<file path="src/rtl/joybus_host_xcvr_if.sv">
// ----------------------------------------------------------------------------
// joybus_host_xcvr_if
//   Command/response bus between the command sequencer (master) and the
//   Joybus host transceiver (slave).
//
//   cmd_valid  m->s  command request, held until accepted
//   cmd_ready  s->m  transceiver idle; transfer starts on cmd_valid & cmd_ready
//   cmd_data   m->s  command bytes, byte 0 in [7:0] is sent first, MSB first
//   cmd_len    m->s  number of command bytes (0 -> 1, clamped to MAX_CMD_BYTES)
//   rsp_len    m->s  expected reply bits (0 = no reply, clamped to MAX_RSP_BITS)
//   rsp_data   s->m  received bits, right-aligned, first bit at [rsp_len-1]
//   rsp_valid  s->m  one-cycle pulse at end of transfer
//   rsp_err    s->m  qualifies rsp_valid: timeout or short reply
//   busy       s->m  inverse of cmd_ready
// ----------------------------------------------------------------------------
interface joybus_host_xcvr_if #(
    parameter int MAX_CMD_BYTES = 3,
    parameter int MAX_RSP_BITS  = 64
);
    localparam int CMD_LEN_W = $clog2(MAX_CMD_BYTES + 1);
    localparam int RSP_LEN_W = $clog2(MAX_RSP_BITS + 1);

    logic                       cmd_valid;
    logic                       cmd_ready;
    logic [8*MAX_CMD_BYTES-1:0] cmd_data;
    logic [CMD_LEN_W-1:0]       cmd_len;
    logic [RSP_LEN_W-1:0]       rsp_len;
    logic [MAX_RSP_BITS-1:0]    rsp_data;
    logic                       rsp_valid;
    logic                       rsp_err;
    logic                       busy;

    modport master (
        output cmd_valid, cmd_data, cmd_len, rsp_len,
        input  cmd_ready, rsp_data, rsp_valid, rsp_err, busy
    );

    modport slave (
        input  cmd_valid, cmd_data, cmd_len, rsp_len,
        output cmd_ready, rsp_data, rsp_valid, rsp_err, busy
    );
endinterface

</file>
<file path="src/rtl/joybus_host_xcvr.sv">
// ----------------------------------------------------------------------------
// joybus_host_xcvr
//   Joybus host transceiver. Serialises a 1..MAX_CMD_BYTES command onto the
//   open-drain Joybus line, then captures a 0..MAX_RSP_BITS controller reply
//   with timeout / short-reply detection. Board pad: out=0, oe=jb_oe.
//
//   Bit cell (TX and RX): 4 us. '0' = 3 us low + 1 us high,
//                                '1' = 1 us low + 3 us high. Stop = 1 us low.
//
// Ports
//   clk    in   system clock
//   rst    in   synchronous active-high reset
//   host   slave modport of joybus_host_xcvr_if (command / response bus)
//   jb_oe  out  1 = pull line low, 0 = release
//   jb_in  in   raw line level, asynchronous (2-flop synchronised)
//
// Configuration
//   JB_RX_GLITCH_FILTER_EN  when defined, a 3-sample majority filter follows
//                           the synchroniser: 1-cycle pulses are rejected and
//                           RX edges arrive 2 cycles later.
// ----------------------------------------------------------------------------
module joybus_host_xcvr #(
    parameter int CLK_PER_US    = 25,
    parameter int MAX_CMD_BYTES = 3,
    parameter int MAX_RSP_BITS  = 64,
    parameter int RX_TIMEOUT_US = 100
) (
    input  logic                     clk,
    input  logic                     rst,
    joybus_host_xcvr_if.slave        host,
    output logic                     jb_oe,
    input  logic                     jb_in
);
    localparam int CMD_LEN_W = $clog2(MAX_CMD_BYTES + 1);
    localparam int RSP_LEN_W = $clog2(MAX_RSP_BITS + 1);
    localparam int BYTE_W    = (MAX_CMD_BYTES > 1) ? $clog2(MAX_CMD_BYTES) : 1;
    localparam int CYC_W     = $clog2(CLK_PER_US);
    localparam int US_MAX    = (RX_TIMEOUT_US > 8) ? RX_TIMEOUT_US : 8;
    localparam int US_W      = $clog2(US_MAX + 1);

    // RX timing, in microseconds since entering the state
    localparam int RX_SAMPLE_US   = 2;
    localparam int RX_BIT_MAX_US  = RX_SAMPLE_US + 4;
    localparam int RX_STOP_MAX_US = 8;

    typedef enum logic [2:0] {
        S_IDLE,
        S_TX_LOW,
        S_TX_HIGH,
        S_TX_STOP,
        S_RX_WAIT,
        S_RX_BIT,
        S_RX_STOP,
        S_DONE
    } state_t;

    state_t                     state_q, state_d;
    logic [CYC_W-1:0]           cyc_q, cyc_d;
    logic [US_W-1:0]            us_q, us_d;
    logic [8*MAX_CMD_BYTES-1:0] cmd_q, cmd_d;
    logic [BYTE_W-1:0]          last_byte_q, last_byte_d;
    logic [BYTE_W-1:0]          byte_q, byte_d;
    logic [2:0]                 bitpos_q, bitpos_d;
    logic [RSP_LEN_W-1:0]       rsp_len_q, rsp_len_d;
    logic [RSP_LEN_W-1:0]       rx_cnt_q, rx_cnt_d;
    logic [MAX_RSP_BITS-1:0]    rsp_data_q, rsp_data_d;
    // RX_BIT: bit already sampled; RX_STOP: stop-bit low already seen
    logic                       phase_q, phase_d;
    logic                       err_q, err_d;
    logic                       jb_oe_q, jb_oe_d;
    logic [1:0]                 sync_q, sync_d;
    logic                       line_prev_q, line_prev_d;
    logic                       line;

    logic                       handshake;
    logic                       tick_us;
    logic                       cur_bit;
    logic                       last_bit;
    logic                       fall;
    logic                       sample_now;
    logic                       rx_last;
    logic                       restart;
    logic                       fail;
    logic                       tmr_clr;
    logic [CMD_LEN_W-1:0]       cmd_len_eff;
    logic [RSP_LEN_W-1:0]       rsp_len_eff;

    // True on the last cycle of an n-microsecond interval started at timer clear.
    function automatic logic elapsed(input logic [US_W-1:0] us, input logic tick, input int n);
        return tick && (us == US_W'(n - 1));
    endfunction

    // ------------------------------------------------------------------------
    // Line synchroniser and optional glitch filter
    // ------------------------------------------------------------------------
    assign sync_d = {sync_q[0], jb_in};

`ifdef JB_RX_GLITCH_FILTER_EN
    logic [1:0] hist_q, hist_d;
    logic       filt_q, filt_d;

    always_comb begin
        hist_d = {hist_q[0], sync_q[1]};
        // Majority of the current and two previous synchronised samples
        filt_d = (sync_q[1] & hist_q[0]) | (sync_q[1] & hist_q[1]) | (hist_q[0] & hist_q[1]);
    end

    always_ff @(posedge clk) begin
        if (rst) begin
            hist_q <= 2'b11;
            filt_q <= 1'b1;
        end else begin
            hist_q <= hist_d;
            filt_q <= filt_d;
        end
    end

    assign line = filt_q;
`else
    assign line = sync_q[1];
`endif

    assign line_prev_d = line;
    assign fall        = line_prev_q && !line;

    // ------------------------------------------------------------------------
    // Decode helpers
    // ------------------------------------------------------------------------
    assign handshake  = host.cmd_valid && (state_q == S_IDLE);
    assign tick_us    = (cyc_q == CYC_W'(CLK_PER_US - 1));
    assign cur_bit    = cmd_q[{byte_q, bitpos_q}];
    assign last_bit   = (bitpos_q == 3'd0) && (byte_q == last_byte_q);
    assign sample_now = (state_q == S_RX_BIT) && !phase_q && elapsed(us_q, tick_us, RX_SAMPLE_US);
    assign rx_last    = ((rx_cnt_q + RSP_LEN_W'(1)) == rsp_len_q);

    always_comb begin
        if (host.cmd_len == '0) begin
            cmd_len_eff = CMD_LEN_W'(1);
        end else if (int'(host.cmd_len) > MAX_CMD_BYTES) begin
            cmd_len_eff = CMD_LEN_W'(MAX_CMD_BYTES);
        end else begin
            cmd_len_eff = host.cmd_len;
        end

        if (int'(host.rsp_len) > MAX_RSP_BITS) begin
            rsp_len_eff = RSP_LEN_W'(MAX_RSP_BITS);
        end else begin
            rsp_len_eff = host.rsp_len;
        end
    end

    // ------------------------------------------------------------------------
    // FSM: state register
    // ------------------------------------------------------------------------
    // NOTE: sequential state is updated only with non-blocking assignments so
    // every flop samples the pre-edge value of every other flop.
    always_ff @(posedge clk) begin
        if (rst) begin
            state_q <= S_IDLE;
        end else begin
            state_q <= state_d;
        end
    end

    // ------------------------------------------------------------------------
    // FSM: next-state logic
    // ------------------------------------------------------------------------
    // NOTE: every variable gets a default at the top of the block so no path
    // leaves it unassigned, which would otherwise infer a latch.
    always_comb begin
        state_d = state_q;
        restart = 1'b0;
        fail    = 1'b0;
        unique case (state_q)
            S_IDLE: begin
                if (handshake) state_d = S_TX_LOW;
            end
            S_TX_LOW: begin
                if (elapsed(us_q, tick_us, cur_bit ? 1 : 3)) state_d = S_TX_HIGH;
            end
            S_TX_HIGH: begin
                if (elapsed(us_q, tick_us, cur_bit ? 3 : 1)) begin
                    state_d = last_bit ? S_TX_STOP : S_TX_LOW;
                end
            end
            S_TX_STOP: begin
                if (elapsed(us_q, tick_us, 1)) begin
                    state_d = (rsp_len_q == '0) ? S_DONE : S_RX_WAIT;
                end
            end
            S_RX_WAIT: begin
                if (fall) begin
                    state_d = S_RX_BIT;
                end else if (elapsed(us_q, tick_us, RX_TIMEOUT_US)) begin
                    state_d = S_DONE;
                    fail    = 1'b1;
                end
            end
            S_RX_BIT: begin
                if (sample_now) begin
                    if (rx_last) state_d = S_RX_STOP;
                end else if (phase_q && fall) begin
                    // Next bit: stay in RX_BIT but restart the bit timer
                    restart = 1'b1;
                end else if (phase_q && elapsed(us_q, tick_us, RX_BIT_MAX_US)) begin
                    state_d = S_DONE;
                    fail    = 1'b1;
                end
            end
            S_RX_STOP: begin
                // Finish only once the stop-bit low has been seen and released,
                // so trailing extra bits cannot leak into the next transfer.
                if (phase_q && line) begin
                    state_d = S_DONE;
                end else if (elapsed(us_q, tick_us, RX_STOP_MAX_US)) begin
                    state_d = S_DONE;
                    fail    = 1'b1;
                end
            end
            S_DONE: begin
                state_d = S_IDLE;
            end
            default: state_d = S_IDLE;
        endcase
    end

    // ------------------------------------------------------------------------
    // FSM: outputs
    // ------------------------------------------------------------------------
    always_comb begin
        host.cmd_ready = (state_q == S_IDLE);
        host.busy      = (state_q != S_IDLE);
        host.rsp_valid = (state_q == S_DONE);
        host.rsp_err   = (state_q == S_DONE) && err_q;
        host.rsp_data  = rsp_data_q;
        // Registered from the next state so the pad enable is glitch-free and
        // tracks state_q cycle for cycle.
        jb_oe_d        = (state_d == S_TX_LOW) || (state_d == S_TX_STOP);
    end

    assign jb_oe = jb_oe_q;

    // ------------------------------------------------------------------------
    // Time base and datapath
    // ------------------------------------------------------------------------
    assign tmr_clr = (state_d != state_q) || restart;

    always_comb begin
        cyc_d       = cyc_q;
        us_d        = us_q;
        cmd_d       = cmd_q;
        last_byte_d = last_byte_q;
        byte_d      = byte_q;
        bitpos_d    = bitpos_q;
        rsp_len_d   = rsp_len_q;
        rx_cnt_d    = rx_cnt_q;
        rsp_data_d  = rsp_data_q;
        phase_d     = phase_q;
        err_d       = err_q;

        // Microsecond timer: runs outside IDLE, zeroed on every state entry
        if (tmr_clr || state_q == S_IDLE) begin
            cyc_d = '0;
            us_d  = '0;
        end else if (tick_us) begin
            cyc_d = '0;
            us_d  = us_q + US_W'(1);
        end else begin
            cyc_d = cyc_q + CYC_W'(1);
        end

        if (handshake) begin
            cmd_d       = host.cmd_data;
            last_byte_d = BYTE_W'(cmd_len_eff - CMD_LEN_W'(1));
            rsp_len_d   = rsp_len_eff;
            byte_d      = '0;
            bitpos_d    = 3'd7;
            rx_cnt_d    = '0;
            rsp_data_d  = '0;
            err_d       = 1'b0;
        end

        // Advance to the next command bit at the end of each bit cell
        if (state_q == S_TX_HIGH && state_d == S_TX_LOW) begin
            if (bitpos_q == 3'd0) begin
                byte_d   = byte_q + BYTE_W'(1);
                bitpos_d = 3'd7;
            end else begin
                bitpos_d = bitpos_q - 3'd1;
            end
        end

        if (sample_now) begin
            rsp_data_d = {rsp_data_q[MAX_RSP_BITS-2:0], line};
            rx_cnt_d   = rx_cnt_q + RSP_LEN_W'(1);
        end

        if (tmr_clr) begin
            phase_d = 1'b0;
        end else if (sample_now || (state_q == S_RX_STOP && fall)) begin
            phase_d = 1'b1;
        end

        if (fail) err_d = 1'b1;
    end

    always_ff @(posedge clk) begin
        if (rst) begin
            cyc_q       <= '0;
            us_q        <= '0;
            cmd_q       <= '0;
            last_byte_q <= '0;
            byte_q      <= '0;
            bitpos_q    <= 3'd7;
            rsp_len_q   <= '0;
            rx_cnt_q    <= '0;
            rsp_data_q  <= '0;
            phase_q     <= 1'b0;
            err_q       <= 1'b0;
            jb_oe_q     <= 1'b0;
            sync_q      <= 2'b11;
            line_prev_q <= 1'b1;
        end else begin
            cyc_q       <= cyc_d;
            us_q        <= us_d;
            cmd_q       <= cmd_d;
            last_byte_q <= last_byte_d;
            byte_q      <= byte_d;
            bitpos_q    <= bitpos_d;
            rsp_len_q   <= rsp_len_d;
            rx_cnt_q    <= rx_cnt_d;
            rsp_data_q  <= rsp_data_d;
            phase_q     <= phase_d;
            err_q       <= err_d;
            jb_oe_q     <= jb_oe_d;
            sync_q      <= sync_d;
            line_prev_q <= line_prev_d;
        end
    end

endmodule
</file>
<file path="src/flat_wrapper.sv">
// flat-port wrapper written by rule: the top's interface ports become plain ports
module joybus_host_xcvr_flat 
#(
    parameter int CLK_PER_US    = 25,
    parameter int MAX_CMD_BYTES = 3,
    parameter int MAX_RSP_BITS  = 64,
    parameter int RX_TIMEOUT_US = 100
)
  (clk, rst, jb_oe, jb_in, host_cmd_valid, host_cmd_data, host_cmd_len, host_rsp_len, host_cmd_ready, host_rsp_data, host_rsp_valid, host_rsp_err, host_busy);
  joybus_host_xcvr_if #(.MAX_CMD_BYTES(MAX_CMD_BYTES), .MAX_RSP_BITS(MAX_RSP_BITS)) host_i ();
  input  logic clk;
  input  logic rst;
  output logic jb_oe;
  input  logic jb_in;
  input wire logic [$bits(host_i.cmd_valid)-1:0] host_cmd_valid;
  input wire logic [$bits(host_i.cmd_data)-1:0] host_cmd_data;
  input wire logic [$bits(host_i.cmd_len)-1:0] host_cmd_len;
  input wire logic [$bits(host_i.rsp_len)-1:0] host_rsp_len;
  output wire logic [$bits(host_i.cmd_ready)-1:0] host_cmd_ready;
  output wire logic [$bits(host_i.rsp_data)-1:0] host_rsp_data;
  output wire logic [$bits(host_i.rsp_valid)-1:0] host_rsp_valid;
  output wire logic [$bits(host_i.rsp_err)-1:0] host_rsp_err;
  output wire logic [$bits(host_i.busy)-1:0] host_busy;
  assign host_i.cmd_valid = host_cmd_valid;
  assign host_i.cmd_data = host_cmd_data;
  assign host_i.cmd_len = host_cmd_len;
  assign host_i.rsp_len = host_rsp_len;
  assign host_cmd_ready = host_i.cmd_ready;
  assign host_rsp_data = host_i.rsp_data;
  assign host_rsp_valid = host_i.rsp_valid;
  assign host_rsp_err = host_i.rsp_err;
  assign host_busy = host_i.busy;
  joybus_host_xcvr #(.CLK_PER_US(CLK_PER_US), .MAX_CMD_BYTES(MAX_CMD_BYTES), .MAX_RSP_BITS(MAX_RSP_BITS), .RX_TIMEOUT_US(RX_TIMEOUT_US)) u_core (.clk(clk), .rst(rst), .host(host_i), .jb_oe(jb_oe), .jb_in(jb_in));
endmodule
</file>
<file path="config.mk">
export PLATFORM = sky130hd
export DESIGN_NAME = joybus_host_xcvr_flat
export DESIGN_NICKNAME = d
export VERILOG_FILES = /design/src/rtl/joybus_host_xcvr_if.sv /design/src/rtl/joybus_host_xcvr.sv /design/src/flat_wrapper.sv
export SDC_FILE = /design/constraint.sdc
export NUM_CORES = 1
export LEC_CHECK = 0
export CAP_MARGIN = 20
export CELL_PAD_IN_SITES_DETAIL_PLACEMENT = 1
export CELL_PAD_IN_SITES_GLOBAL_PLACEMENT = 1
export CORE_MARGIN = 4
export CORE_UTILIZATION = 35
export CTS_CLUSTER_DIAMETER = 200
export DETAILED_ROUTE_END_ITERATION = 7
export MAX_ROUTING_LAYER = met4
export PLACE_DENSITY_LB_ADDON = 0.1
export SLEW_MARGIN = 20
export SYNTH_ARGS = -nofsm -noshare
export SYNTH_HDL_FRONTEND = slang
export SYNTH_SLANG_ARGS = --single-unit
</file>
<file path="constraint.sdc">
create_clock -name clk -period 3 [get_ports clk]
set_clock_uncertainty 0.05 [all_clocks]
set_input_delay 0.45 -clock clk [delete_from_list [all_inputs] [get_ports clk]]
set_output_delay 0.45 -clock clk [all_outputs]
set_load 0.01 [all_outputs]
</file>
* Yosys cells after proc, flatten, opt, wreduce, memory -nomap -nowiden *
Cells that the tools add are included.

word-level totals
  bits in registers = 130
  input bits = 37
  output and inout port bits = 69
  logic and storage cells = 124

cells by class
  add/sub/neg operators = 8
  $lt $le $gt $ge = 2
  equal/unequal tests = 19
  mux-type cells = 44
  reductions and logical operators = 36

operators by type and width
  cell                                                        number
  2-to-1 mux 64 bit                                           2
  2-to-1 mux 3 bit                                            15
  case mux 3 bit (8 select lines)                             1
  == test 7 bit                                               3
  2-to-1 mux 7 bit                                            3
  logical AND 1 bit                                           18
  2-to-1 mux 2 bit                                            8
  adder 7 x 1 -> 7 bit, second input constant                 2
  == test 7 x 3 -> 1 bit, second input constant               2
  zero test 7 bit                                             2
  subtractor 7 x 2 -> 7 bit, second input constant            2
  2-to-1 mux 1 bit                                            13
  == test 3 bit, second input constant                        4
  == test 3 x 2 -> 1 bit, second input constant               3
  == test 7 x 1 -> 1 bit, second input constant               1
  == test 7 bit, second input constant                        1
  > comparator 7 bit, second input constant                   1
  == test 3 x 1 -> 1 bit, second input constant               2
  zero test 3 bit                                             2
  less-than comparator 5 x 6 -> 1 bit, second input constant  1
  nonzero test 2 bit                                          3
  adder 5 x 1 -> 5 bit, second input constant                 1
  binary-select mux 1 bit (select 5 bit)                      1
  == test 5 bit, second input constant                        1
  12 further kinds                                            17

* Longest topological paths before layout *
  depth after elaboration = 12
  gate-level depth with buffers = 11
  depth with buffers taken out = 9

* Least setup slack after synthesis *
OpenSTA, ideal clock, no wires.

  kind = register -> register
  start point = register u_core.bitpos_q[0]
  end point = register u_core.us_q[1]
  setup time = 0.103 ns
  arrival time = 2.441 ns
  required time = 2.847 ns
  path slack = 0.406 ns
  stages on the path, launching flop included = 12
  buffers on the path = 2
  clock period less this slack = 2.594 ns
  path through = dfxtp_1 -> buf_6 -> buf_2 -> inv_1 -> ha_1 -> nor2b_1 -> a31oi_1 -> a21bo_2 -> nand4_1 -> nor4_1 -> a211oi_4 -> a2111oi_2

between the ends
  cells in the longest elaborated chain, start to end = 12
  elaborated cells between the ends (all ways) = 20
  classes of those cells = add/sub: 2; eq/ne: 3; mux: 8; reduce/logical: 7

RTL lines
  element                                 RTL line                                          source
  start: declaration                      joybus_host_xcvr.sv:63                            logic [2:0] bitpos_q, bitpos_d;
  start signal: assignment                joybus_host_xcvr.sv:329                           bitpos_q <= bitpos_d;
  binary-select mux 1 bit (select 5 bit)  joybus_host_xcvr.sv:131                           assign cur_bit = cmd_q[{byte_q, bitpos_q}];
  2-to-1 mux 1 bit (not written as such)  joybus_host_xcvr.sv:131
  2-to-1 mux 2 bit (on tied branches)     joybus_host_xcvr.sv:182, joybus_host_xcvr.sv:179
  subtractor 7 x 2 -> 7 bit               joybus_host_xcvr.sv:90                            return tick && (us == US_W'(n - 1));
  == test 7 bit                           joybus_host_xcvr.sv:90
  logical AND 1 bit                       joybus_host_xcvr.sv:90
  2-to-1 mux 3 bit (on tied branches)     joybus_host_xcvr.sv:182, joybus_host_xcvr.sv:179
  case mux 3 bit (8 select lines) (*)     joybus_host_xcvr.sv:174                           unique case (state_q)
  inequality test 3 bit (*)               joybus_host_xcvr.sv:246                           assign tmr_clr = (state_d != state_q) || restart;
  logical OR 1 bit (*)                    joybus_host_xcvr.sv:246
  logical OR 1 bit (*)                    joybus_host_xcvr.sv:262                           if (tmr_clr || state_q == S_IDLE) begin
  OR reduction 2 bit (no line) (*)        n/a
  end signal: assignment                  joybus_host_xcvr.sv:325                           us_q <= us_d;
  end: declaration                        joybus_host_xcvr.sv:59                            logic [US_W-1:0] us_q, us_d;

Mark *: on every way between the ends. The rest lies on a longest branch, timed or not. The select of a mux whose other input is x is not followed.
A chain may end at the register's enable or synchronous reset.

* Worst setup path in the final report *
Ends and elaborated chain as after synthesis.

==> qor.yml <==
status: "finished clean"
synth_edf_count: 0
switching_share_pct: 22.2
num_rows: 46
p_leak_nw: 2.67
grt-ovfl-total: 0
clock-sinks: 130
netlist_area_mm2: 0.00579
postRouteWirelength_um: 16200
die_w_um: 137
crit_type: "reg2reg"
worstPathRequired_ns: 3.26
min_period_ns: 2.72
endpoint_kind: "register"
cts_tree: "built"
cts_hold_buffers: 0
arrival_ns: 2.98
cts_buffers: 17
drive_above_1_share_pct: 9.11
ys.warnings.count: 0
syn_to_final_growth_pct: 32.2
whs_ns: 0.374
drtIter0Drc: 250
powerDensity_mw_per_mm2: 559
yosysMostFrequentCell: "nand2_1"
grtUsageTotal_pct: 18.3
die_h_um: 137
ys_seq_elements: 130
grt_pass1_wl_um: 26800
via_count: 5380
syn_nets: 761
avgSynthCellArea_um2: 8.09
top_usage_layer: "met2"
wl_per_cell_um: 15.7
core_area_mm2: 0.0161
clockPowerShare_pct: 52.8
start_util_pct: 36.1
place_congestion: 0.876
synth_top_area_share_pct: 45.0
startpoint_type: "register"
die_area_mm2: 0.0187
fin_util_pct: 47.7
antenna_cells: 0
synth_seq_area_share_pct: 45.0
cts_root_buffer: "clkbuf_16"
antenna_found_initial: 0
met2_usage_pct: 29.6
ir_worst_vdd_v: 0.000377
grt_pass1_vias: 5462
num_io_pins: 106
synthTopCellsByCount: "141 x nand2_1, 130 x dfxtp_1, 114 x a21oi_1, 76 x nand3_1, 40 x clkbuf_1"
final_nets: 844
slew_headroom_pct: 41.0
async_flop_share_pct: 0
max_stage_delay_ns: 0.54
sequentialPowerShare_pct: 41.6
finalHoldViolCount: 0
nFillCells: 1874
synth_ff_type: "dfxtp_1"
yosysUniqueCellTypes: 57
hold_path.class: "reg2reg"
timing.fmax_mhz: 368
tightest_slew_ns: 0.885
crit_path_cell_trace: "mux4_2, o2111a_2, or4_1, nand4_1, nand2_2, a2111oi_2"
slew_violations: 0
grt_use_met1_pct: 22.2
setup_viol: 0
path_max_fanout: 13
drv_cap: 0
drtAntennaViolNets: 0
hpwl_um: 10900
cpMaxStageDelayCell: "mux4_2"
grt_max_degree: 102
htreeDepth: 4
p_sw_mw: 0.951
grtUsageMet3_pct: 4.82
clk_latency_ns: 0.42
p_int_mw: 3.33
period_share_pct: 90.7
multi_input_area_mm2: 0.00295
netlist_instances: 716
synthTopCellsByArea: "dfxtp_1 45%, a21oi_1 9.9%, nand2_1 9.1%"
ff_latch_area_mm2: 0.00260
vias_per_cell: 5.23
cts_buffer_depth: 2
combinationalPowerShare_pct: 5.6
drc: 0
io_buffers: 105
clkTransAtPathRegs_ns: 0.06
post_cts_buffers: 0
yosys.area.top_type: "dfxtp_1"
dr.pass1.iters: 4
==> per-stage QoR <==
stage               instances  setup slack [ns]  area [um2]  TNS [ns]  power [mW]
CTS                      1028             0.105        7650         0        4.33
floorplan                 716             0.406        5790         0        1.95
global placement          996             0.230        7010         0        2.05
finish                   1028             0.279        7660         0        4.28
global route             1028          -0.00791        7660  -0.00791        4.43
detailed placement        996             0.123        7010         0        2.06
==> layer usage <==
metal	routed length (um)	vias to the layer above	part of all wire (%)
met2	7690	102	47
met3	830	17	5.1
met4	250	0	1.5
li1	-	2662	-
met1	7420	2599	46
met5	0	-	0
==> final timing paths <==
check	startpoint	endpoint	slack (ns)	cells after the start
setup / recovery	u_core.bitpos_q[0]$_SDFFE_PP1P_	u_core.us_q[1]$_SDFFE_PP0N_	0.28	6
hold / removal	u_core.sync_q[0]$_SDFF_PP1_	u_core.sync_q[1]$_SDFF_PP1_	0.37	1
setup reg to reg	u_core.bitpos_q[0]$_SDFFE_PP1P_	u_core.us_q[1]$_SDFFE_PP0N_	0.28	6
hold reg to reg	u_core.sync_q[0]$_SDFF_PP1_	u_core.sync_q[1]$_SDFF_PP1_	0.37	1
==> sequential cells by signal, summed over array words and instances, names as in the netlist, 2 cells and up <==
signal	cells
u_core.byte_q	2
u_core.bitpos_q	3
u_core.us_q	7
u_core.cmd_q	24
u_core.rsp_len_q	7
u_core.sync_q	2
u_core.rx_cnt_q	7
u_core.cyc_q	5
u_core.host.rsp_data	64
u_core.state_q	3
u_core.last_byte_q	2
==> layout make-up <==
class / instances / share of cell area (%)
clock buffers: 18 / 5.61
clock inverters: 14 / 2.78
inverters: 9 / 0.441
multi-input cells: 523 / 38.5
flip-flops and latches: 130 / 34.0
well taps: 216 / 3.53
repair buffers: 118 / 15.1
==> critical path, delay by kind of cell (launching register included) <==
kind	cells	cell delay [ns]
simple gates	3	0.87
mux	1	0.54
compound gates	2	0.69
flops	1	0.46
==> timing repair <==
| item | CTS | global route |
|---|---|---|
| resized for setup | 0 | 2 |
| endpoints found under the setup margin | 0 | 8 |
| endpoints found under the hold margin | 0 | 0 |
==> placed cells by master, fill, tap and decap left out, types with 5 or more instances in the layout <==
master	n
xor2_1	8
nand2_1	139
and3_1	10
bufinv_16	5
nor2b_1	8
nand3b_1	11
nor4_2	5
dfxtp_1	129
clkdlybuf4s50_1	104
inv_1	9
nand4_1	7
a31oi_1	5
a21oi_1	114
o21ai_0	7
or2_2	5
buf_4	13
clkbuf_16	17
nor3_1	13
mux2i_1	9
xnor2_1	9
ha_1	8
or3_1	5
nor2_1	24
nand3_1	76
==> power groups by stage <==
stage          Clock, mW  Combinational [mW]  Sequential (mW)
2_1_floorplan          0               0.147             1.81
3_3_place_gp           0               0.237             1.82
3_5_place_dp           0               0.244             1.82
4_1_cts             2.31               0.244             1.78
5_1_grt             2.38               0.267             1.78
6_report            2.26               0.240             1.78
==> cells by family (layout without fill, tap and decap cells) <==
| logic type | count (synthesis) | in the layout | synth area share (%) |
|---|---|---|---|
| and+or+nand+nor | 336 | 336 | 29.0 |
| AOI/OAI and AO/OA | 150 | 150 | 15.0 |
| DFF | 130 | 130 | 45.0 |
| buffers and inverters | 63 | 159 | 4.43 |
| xor gates and xnor gates | 17 | 17 | 2.57 |
| muxes | 12 | 12 | 2.33 |
| adders and majority gates | 8 | 8 | 1.73 |
Power figures use the tool's default switching activity.
